File: config.mk
export PLATFORM = sky130hd
export DESIGN_NAME = vec_exec_unit
export DESIGN_NICKNAME = d
export VERILOG_FILES = /design/src/rtl/vec_exec_unit.sv
export SDC_FILE = /design/constraint.sdc
export NUM_CORES = 1
export LEC_CHECK = 0
export ABC_AREA = 1
export BUFFER_PORTS_ARGS = -buffer_cell sky130_fd_sc_hd__buf_2
export CAP_MARGIN = 30
export CORE_UTILIZATION = 62
export DETAILED_ROUTE_END_ITERATION = 6
export PLACE_DENSITY = 0.79
export SLEW_MARGIN = 40
export SYNTH_ARGS = -nofsm -noshare
export SYNTH_HDL_FRONTEND = slang
export SYNTH_SLANG_ARGS = --single-unit
export TNS_END_PERCENT = 5
File: constraint.sdc
create_clock -name clock -period 3.7 [get_ports clock]
set_input_delay 0.555 -clock clock [delete_from_list [all_inputs] [get_ports clock]]
set_output_delay 0.555 -clock clock [all_outputs]
set_load 0.01 [all_outputs]
File: src/rtl/vec_exec_unit.sv
// vec_exec_unit: vector load/store/add/sub over NVREG registers of LANES x LANE_W; optional VEC_SAT_EN gives saturating lane arithmetic.
// Latency: start cycle is 0; VLOAD done in cycle LANES+2, VSTORE in LANES+1, VADD/VSUB in cycle 2.
// Backpressure: none; start is sampled only in IDLE and ignored while busy; memory has fixed one-cycle read latency.
module vec_exec_unit #(
   parameter int LANES  = 4,
   parameter int LANE_W = 8,
   parameter int ADDR_W = 8,
   parameter int NVREG  = 4,
   localparam int VIDX_W = $clog2(NVREG)
) (
   input  logic                      clock,
   input  logic                      reset,
   input  logic                      start,
   input  logic [1:0]                op,
   input  logic [VIDX_W-1:0]         vd,
   input  logic [VIDX_W-1:0]         vs1,
   input  logic [VIDX_W-1:0]         vs2,
   input  logic [ADDR_W-1:0]         base_addr,
   output logic                      busy,
   output logic                      done,
   output logic [ADDR_W-1:0]         mem_addr,
   output logic [LANE_W-1:0]         mem_wdata,
   output logic                      mem_wren,
   output logic                      mem_rden,
   input  logic [LANE_W-1:0]         mem_rdata,
   output logic [LANES-1:0]          carry,
   input  logic [VIDX_W-1:0]         dbg_sel,
   output logic [LANES*LANE_W-1:0]   dbg_vreg
);

   localparam int VEC_W = LANES * LANE_W;
   localparam int CNT_W = (LANES > 1) ? $clog2(LANES) : 1;
   localparam logic [CNT_W-1:0] LAST_LANE = CNT_W'(LANES - 1);

   localparam logic [1:0] OP_VLOAD  = 2'b00;
   localparam logic [1:0] OP_VSTORE = 2'b01;
   localparam logic [1:0] OP_VADD   = 2'b10;
   localparam logic [1:0] OP_VSUB   = 2'b11;

   typedef enum logic [1:0] {IDLE, RUN, DRAIN, DONE} state_e;

   state_e               state_q, state_d;
   logic [1:0]           op_q, op_d;
   logic [VIDX_W-1:0]    vd_q, vd_d, vs1_q, vs1_d, vs2_q, vs2_d;
   logic [CNT_W-1:0]     cnt_q, cnt_d;
   logic [ADDR_W-1:0]    mem_addr_q, mem_addr_d;
   logic [LANE_W-1:0]    mem_wdata_q, mem_wdata_d;
   logic                 mem_rden_q, mem_rden_d, mem_wren_q, mem_wren_d;
   logic                 busy_q, busy_d, done_q, done_d;
   logic [LANES-1:0]     carry_q, carry_d;
   logic [VEC_W-1:0]     stage_q, stage_d;
   logic                 cap_vld_q, cap_vld_d;
   logic [CNT_W-1:0]     cap_idx_q, cap_idx_d;
   logic [VEC_W-1:0]     vreg_q [NVREG];
   logic [VEC_W-1:0]     vreg_d [NVREG];

   logic [VEC_W-1:0]     src_a, src_b, alu_res;
   logic [LANES-1:0]     alu_cy;
   logic [LANE_W:0]      lane_s;

   assign src_a     = vreg_q[vs1_q];
   assign src_b     = vreg_q[vs2_q];
   assign dbg_vreg  = vreg_q[dbg_sel];
   assign busy      = busy_q;
   assign done      = done_q;
   assign mem_addr  = mem_addr_q;
   assign mem_wdata = mem_wdata_q;
   assign mem_rden  = mem_rden_q;
   assign mem_wren  = mem_wren_q;
   assign carry     = carry_q;

   // Lane-wise add/subtract; the extra top bit of each lane result is its carry (add) or borrow (sub).
   always_comb begin
      alu_res = '0;
      alu_cy  = '0;
      lane_s  = '0;
      for (int i = 0; i < LANES; i++) begin
         if (op_q == OP_VSUB)
            lane_s = {1'b0, src_a[i*LANE_W +: LANE_W]} - {1'b0, src_b[i*LANE_W +: LANE_W]};
         else
            lane_s = {1'b0, src_a[i*LANE_W +: LANE_W]} + {1'b0, src_b[i*LANE_W +: LANE_W]};
         alu_cy[i] = lane_s[LANE_W];
`ifdef VEC_SAT_EN
         if (lane_s[LANE_W])
            alu_res[i*LANE_W +: LANE_W] = (op_q == OP_VSUB) ? {LANE_W{1'b0}} : {LANE_W{1'b1}};
         else
            alu_res[i*LANE_W +: LANE_W] = lane_s[LANE_W-1:0];
`else
         alu_res[i*LANE_W +: LANE_W] = lane_s[LANE_W-1:0];
`endif
      end
   end

   // Next-state logic: sequencing, registered memory strobes, read-data staging and register writeback.
   always_comb begin
      state_d     = state_q;
      op_d        = op_q;
      vd_d        = vd_q;
      vs1_d       = vs1_q;
      vs2_d       = vs2_q;
      cnt_d       = cnt_q;
      mem_addr_d  = mem_addr_q;
      mem_wdata_d = mem_wdata_q;
      mem_rden_d  = 1'b0;
      mem_wren_d  = 1'b0;
      carry_d     = carry_q;
      vreg_d      = vreg_q;
      stage_d     = stage_q;
      // A read strobed last cycle returns its data this cycle.
      cap_vld_d   = mem_rden_q;
      cap_idx_d   = cnt_q;
      if (cap_vld_q)
         stage_d[cap_idx_q*LANE_W +: LANE_W] = mem_rdata;

      case (state_q)
         IDLE: begin
            if (start) begin
               state_d     = RUN;
               op_d        = op;
               vd_d        = vd;
               vs1_d       = vs1;
               vs2_d       = vs2;
               cnt_d       = '0;
               mem_addr_d  = base_addr;
               mem_wdata_d = vreg_q[vs1][LANE_W-1:0];
               mem_rden_d  = (op == OP_VLOAD);
               mem_wren_d  = (op == OP_VSTORE);
            end
         end
         RUN: begin
            if (op_q == OP_VADD || op_q == OP_VSUB) begin
               vreg_d[vd_q] = alu_res;
               carry_d      = alu_cy;
               state_d      = DONE;
            end else if (cnt_q == LAST_LANE) begin
               state_d = (op_q == OP_VLOAD) ? DRAIN : DONE;
            end else begin
               cnt_d       = cnt_q + CNT_W'(1);
               mem_addr_d  = mem_addr_q + ADDR_W'(1);
               mem_rden_d  = (op_q == OP_VLOAD);
               mem_wren_d  = (op_q == OP_VSTORE);
               mem_wdata_d = vreg_q[vs1_q][cnt_d*LANE_W +: LANE_W];
            end
         end
         DRAIN: begin
            // stage_d already holds the final lane captured this cycle.
            vreg_d[vd_q] = stage_d;
            state_d      = DONE;
         end
         DONE: state_d = IDLE;
         default: state_d = IDLE;
      endcase

      busy_d = (state_d != IDLE);
      done_d = (state_d == DONE);
   end

   // State register with synchronous reset that abandons any in-flight operation.
   always_ff @(posedge clock) begin
      if (reset) begin
         state_q     <= IDLE;
         op_q        <= '0;
         vd_q        <= '0;
         vs1_q       <= '0;
         vs2_q       <= '0;
         cnt_q       <= '0;
         mem_addr_q  <= '0;
         mem_wdata_q <= '0;
         mem_rden_q  <= 1'b0;
         mem_wren_q  <= 1'b0;
         busy_q      <= 1'b0;
         done_q      <= 1'b0;
         carry_q     <= '0;
         stage_q     <= '0;
         cap_vld_q   <= 1'b0;
         cap_idx_q   <= '0;
         for (int i = 0; i < NVREG; i++)
            vreg_q[i] <= '0;
      end else begin
         state_q     <= state_d;
         op_q        <= op_d;
         vd_q        <= vd_d;
         vs1_q       <= vs1_d;
         vs2_q       <= vs2_d;
         cnt_q       <= cnt_d;
         mem_addr_q  <= mem_addr_d;
         mem_wdata_q <= mem_wdata_d;
         mem_rden_q  <= mem_rden_d;
         mem_wren_q  <= mem_wren_d;
         busy_q      <= busy_d;
         done_q      <= done_d;
         carry_q     <= carry_d;
         stage_q     <= stage_d;
         cap_vld_q   <= cap_vld_d;
         cap_idx_q   <= cap_idx_d;
         vreg_q      <= vreg_d;
      end
   end

endmodule

======== After elaboration in Yosys (flattened, before gate mapping) ========
Cells that the tools add are included.
storage, ports and cells
  bits in latches ......................... 0
  RAM bits ................................ 0
  bits of input ports ..................... 29
  logic and storage cells ................. 119
  output and inout port bits .............. 56
  memories ................................ 0
  memory bits (read-only) ................. 0
  bits in registers ....................... 199
operators by class
  divide/modulo/power cells ............... 0
  mux-type cells .......................... 49
  bitwise logic cells ..................... 5
  $lt $le $gt $ge ......................... 6
  add/subtract/negate cells ............... 11
  shifts and indexed selects .............. 3
  multipliers ............................. 0
  equal/unequal tests ..................... 13
  reductions and logical operators ........ 12
operator list
  operator                   number
  $bmux W32 S2               4
  $bwmux W128                2
  $mux W32                   8
  $pmux W128 S2              1
  $mux W128                  1
  $demux W32 S2              1
  $mux W8                    8
  $add A8 B8 Y9              4
  $mux W9                    4
  $sub A8 B8 Y9              4
  $neg A5 Y34                1
  $shift A8 B34 Y32 const A  1
  $shiftx A8 B34 Y32         1
  $bwmux W32                 1
  $pmux W8 S2                2
  $shiftx A32 B6 Y8          1
  $ge A3 B3 Y1 const B       5
  $not A2 Y3                 5
  $eq A2 B2 Y1 const B       6
  $mux W2                    6
  $add A8 B1 Y8 const B      1
  $ne A2 B2 Y1 const B       4
  $pmux W2 S4                1
  $mux W1                    7
  other kinds (11)           20

======== Logic depth before layout (Yosys ltp) ========
  depth in word-level cells ............... 9
  depth in mapped cells ................... 21
  depth with buffers taken out ............ 20

======== Worst setup path before layout ========
OpenSTA, ideal clock, no wires.
  path kind ............................... register to register
  from .................................... register vs2_q[0]
  to ...................................... register vreg_q[68] (netlist bit)
  data required time ...................... 3.584 ns
  arrival ................................. 2.582 ns
  setup slack ............................. 1.002 ns
  stages on the path, launching flop included .. 18
  period minus slack after synthesis ...... 2.698 ns
  path buffers ............................ 2
  library setup time ...................... 0.116 ns
  path through ............................ dfxtp_1 buf_2 buf_2 a21oi_1 o21ai_0 nand2_1 ha_1 o21ai_0 inv_1 fa_1 inv_1 nand3_1 nand2_1 a21oi_1 o21ai_0 nand3_1 o211ai_1 inv_1
between the ends
  longest elaborated chain between the ends .. 9
  elaborated cells between the ends (all ways) .. 10
  classes of those cells .................. add/sub (2); mux (7); bitwise (1)
RTL lines
  item                                                   RTL line  text
  start, declared                                        44        logic [VIDX_W-1:0] vd_q, vd_d, vs1_q, vs1_d, vs2_q, vs2_d;
  start signal, assigned                                 184       vs2_q <= vs2_d;
  $not A2 Y3 (implied by the code) *                     62        assign src_b = vreg_q[vs2_q];
  $bmux W32 S2 *                                         62
  $mux W32 (implied by the code) * (2 in series)         62
  $add A8 B8 Y9 / $sub A8 B8 Y9 (equally long branches)  81, 79
  $mux W9 *                                              78        if (op_q == OP_VSUB)
  $bwmux W128 *                                          132       vreg_d[vd_q] = alu_res;
  $mux W128 *                                            131       if (op_q == OP_VADD || op_q == OP_VSUB) begin
  $pmux W128 S2 *                                        115       case (state_q)
  end signal, assigned                                   196       vreg_q <= vreg_d;
  end, declared                                          54        logic [VEC_W-1:0] vreg_q [NVREG];
Mark *: on every way between the ends. The rest lies on a longest branch, timed or not. The select of a mux whose other input is x is not followed.
A chain may end at the register's enable or synchronous reset.

======== Worst setup path in the final report ========
  from .................................... register vs2_q[0]
  to ...................................... register vreg_q[60] (netlist bit)
The elaborated chain is that of the path after synthesis.

==> flow_summary.toml <==
[cells_and_area]
mostFrequentLayoutCells = "nand2_1, nor2_1, nand3_1"
num_antenna_cells = 0
drive_above_1_share_pct = 8.13
final_nets = 2302
synthToLayoutAreaGrowth_pct = 8.00
final_common_cell = "nand2_1"

[sta]
rsz0062_at_grt = "no"
worst_slack_ns = 0.340
timing.final.crit_share_pct = 90.8
slew-limit-headroom_pct = 37.4
max_freq_mhz = 298
setup_tns_ns = 0
skew_ns = 0.0147
drv_slew = 0
period_needed_ns = 3.36
setup_violations = 0
worst_pin_slew_ns = 0.929
finalHoldViolCount = 0
fin_hold_ws_ns = 0.334

[yosys]
syn_area_per_cell_um2 = 6.09
synth_seq_cells = 199
yosysWarnings = 0
syn_nets = 2297
seq_area_frac_synth_pct = 29.4
synth.distinct_cells = 42
syn_inst = 2221
syn_area_um2 = 13500

[clock_network]
clk_pin_slew_ns = 0.08
worstSkewPairLatency_ns = 0.46
cts_root_buffer = "clkbuf_16"
cts_sinks = 199
tritoncts = "built"
cts-resized-gates = 0
cts_buffer_depth = 2
cts_hold_buf = 0
cts_buffers = 17
ctsHtreeMaxLevel = 4
cts_post_setup_buffers_inserted = 0

[critical_path]
crit_chain = "inv_2, nand2_1, nand3_1, nand2_1, ha_1, o21ai_0, inv_1, fa_1, inv_1, nand3_1, nand2_1, a21oi_1, o21ai_0, o21ai_0, o21ai_0, inv_1"
setup.worst_path.start_class = "register"
critPathSlowestCell = "fa_1"
crit_fanout = 30
endpoint_kind = "register"
reg2reg_from = "vs2_q[0]$_SDFFE_PP0P_"
crit_top_cell = "o21ai_0"
critPathRequiredTime_ns = 4.04
rr_endpoint = "vreg_q[60]$_SDFFE_PP0P_"
worstPathArrival_ns = 3.70
endpoint = "vreg_q[60]$_SDFFE_PP0P_"
reg2reg_depth = 16
reg2reg_slack_ns = 0.34
cpPeakStageDelay_ns = 0.45
crit_type = "reg -> reg"
critPathLaunch = "vs2_q[0]$_SDFFE_PP0P_"

[global_routing]
antenna_found_initial = 1
grt_max_degree = 68
grt.overflow.total = 0
grt_pass1_vias = 13419
track_usage_pct = 42.7
grt_pass1_wl_um = 73300

[detailed_routing]
wl_met3_um = 6360
vias = 15333
wl_met1_um = 19000
drt_pass1_iterations = 7
final_antenna_net_count = 0
totalWireLength_um = 48100
highest_layer = "met4"
routedWlPerCell_um = 19.1
via_per_inst = 6.10
wl_met2_um = 20900
route.detailed.drc = 6
drtIter0Drc = 2119

[pwr]
ir_drop_mv = 0.311
totalPowerFinal_mw = 7.28
power_leakage_nw = 6.82
pwr_density_cell_nw_per_um2 = 498

[run_status]
failed_checks = "design-rule violations"
status = "finished with violations"

[die]
die-area_um2 = 22400
die_h_um = 150
placementRows = 53
io_pins = 85
die_x_um = 150
initial_core_util_pct = 63.8
coreArea_um2 = 21200

[flow_run]
cap_violations = 0

[place]
place.detailed.hpwl_um = 32300
pre_cts_slack_ns = 0.487
io_buffers = 84
gp_congestion = 1.01

[worst_hold_path]
hp-class = "in -> reg"
==> flip-flops by register name, summed over array words and instances (netlist names), 4 cells and up <==
name       cells
vreg_q       128
stage_q       32
mem_addr       8
mem_wdata      8
carry          4
==> through the flow <==
step	cell area (um^2)	utilization, %	std cells
after floorplan	13500	-	2221
after global placement	14000	65.9	2482
after detailed placement	14000	66.0	2482
after CTS	14600	68.9	2514
after global routing	14600	68.9	2514
final	14600	68.9	2514
==> kinds of logic (layout without fill, tap and decap cells) <==
| logic type | count (synthesis) | in the layout | share of synthesized area [%] |
|---|---|---|---|
| fa+ha+maj | 47 | 47 | 4.57 |
| compound gates | 464 | 464 | 18.5 |
| xor+xnor | 29 | 29 | 1.88 |
| buf+inv | 359 | 377 | 10.5 |
| flops | 199 | 199 | 29.4 |
| simple gates | 1123 | 1123 | 35.1 |
==> cells in the mapped netlist (all sizes together) <==
cell | n | share of area, %
fa | 4 | 0.59
nand2 | 524 | 15
nand2b | 4 | 0.18
o211ai | 15 | 0.83
a211oi | 3 | 0.17
o311ai | 1 | 0.065
xnor2 | 14 | 0.91
buf | 54 | 2.1
o21ai | 221 | 8.3
clkinv | 2 | 0.056
a21oi | 160 | 5.9
a221oi | 1 | 0.065
nor2 | 268 | 7.5
nand3 | 256 | 9.5
ha | 43 | 4.0
a32o | 1 | 0.074
xor2 | 15 | 0.97
nand4 | 27 | 1.3
a31oi | 1 | 0.046
a22o | 1 | 0.065
o32ai | 1 | 0.065
o22ai | 36 | 1.7
nand3b | 2 | 0.11
dfxtp | 199 | 29
o21a | 8 | 0.44
clkbuf | 74 | 2.1
and2 | 24 | 1.1
or2 | 16 | 0.74
inv | 229 | 6.4
a22oi | 15 | 0.83
nor3 | 2 | 0.074
==> critical path: cells and delay by family, from the launching register on <==
family	cells	cell delay (ns)
AO/OA/AOI/OAI	5	0.90
adder cells (fa/ha/maj)	2	0.77
buffers and inverters	4	0.69
flip-flops	1	0.34
AND/OR/NAND/NOR	5	0.52
==> power by group <==
part           switching [mW]  total, mW  internal (mW)
registers              0.0918       2.33           2.24
logic                    2.03       2.98          0.952
clock network            1.03       1.97          0.939
total                    3.15       7.28           4.13
==> metal layers <==
layer  track usage (%)  vias up
met1              57.4     6923
met4              18.2        0
met5                 0        -
met3              8.60      141
li1                  -     7267
met2              66.2     1002
==> worst min path at each step <==
stage | from | to | slack [ns] | cells after the start
after floorplan | cap_idx_d[1]$_SDFFE_PP0P_ | cap_idx_q[1]$_SDFF_PP0_ | 0.42 | 2
after global placement | mem_rden$_SDFF_PP0_ | cap_vld_q$_SDFF_PP0_ | 0.42 | 2
after CTS | base_addr[0] | mem_addr[0]$_SDFFE_PP0P_ | 0.33 | 3
final | base_addr[0] | mem_addr[0]$_SDFFE_PP0P_ | 0.33 | 3
after global routing | base_addr[1] | mem_addr[1]$_SDFFE_PP0P_ | 0.36 | 3
after detailed placement | mem_rden$_SDFF_PP0_ | cap_vld_q$_SDFF_PP0_ | 0.42 | 2
==> layout make-up <==
cell class / instances / area (um^2)
Clock buffer: 18 / 439
Clock inverter: 14 / 174
Fill cell: 1965 / 6610
Inverter: 231 / 872
Multi-Input combinational cell: 1663 / 8120
Sequential cell: 199 / 3990
Tap cell: 275 / 344
Timing Repair Buffer: 114 / 673
Note: power is estimated with default switching activity, not from simulation.
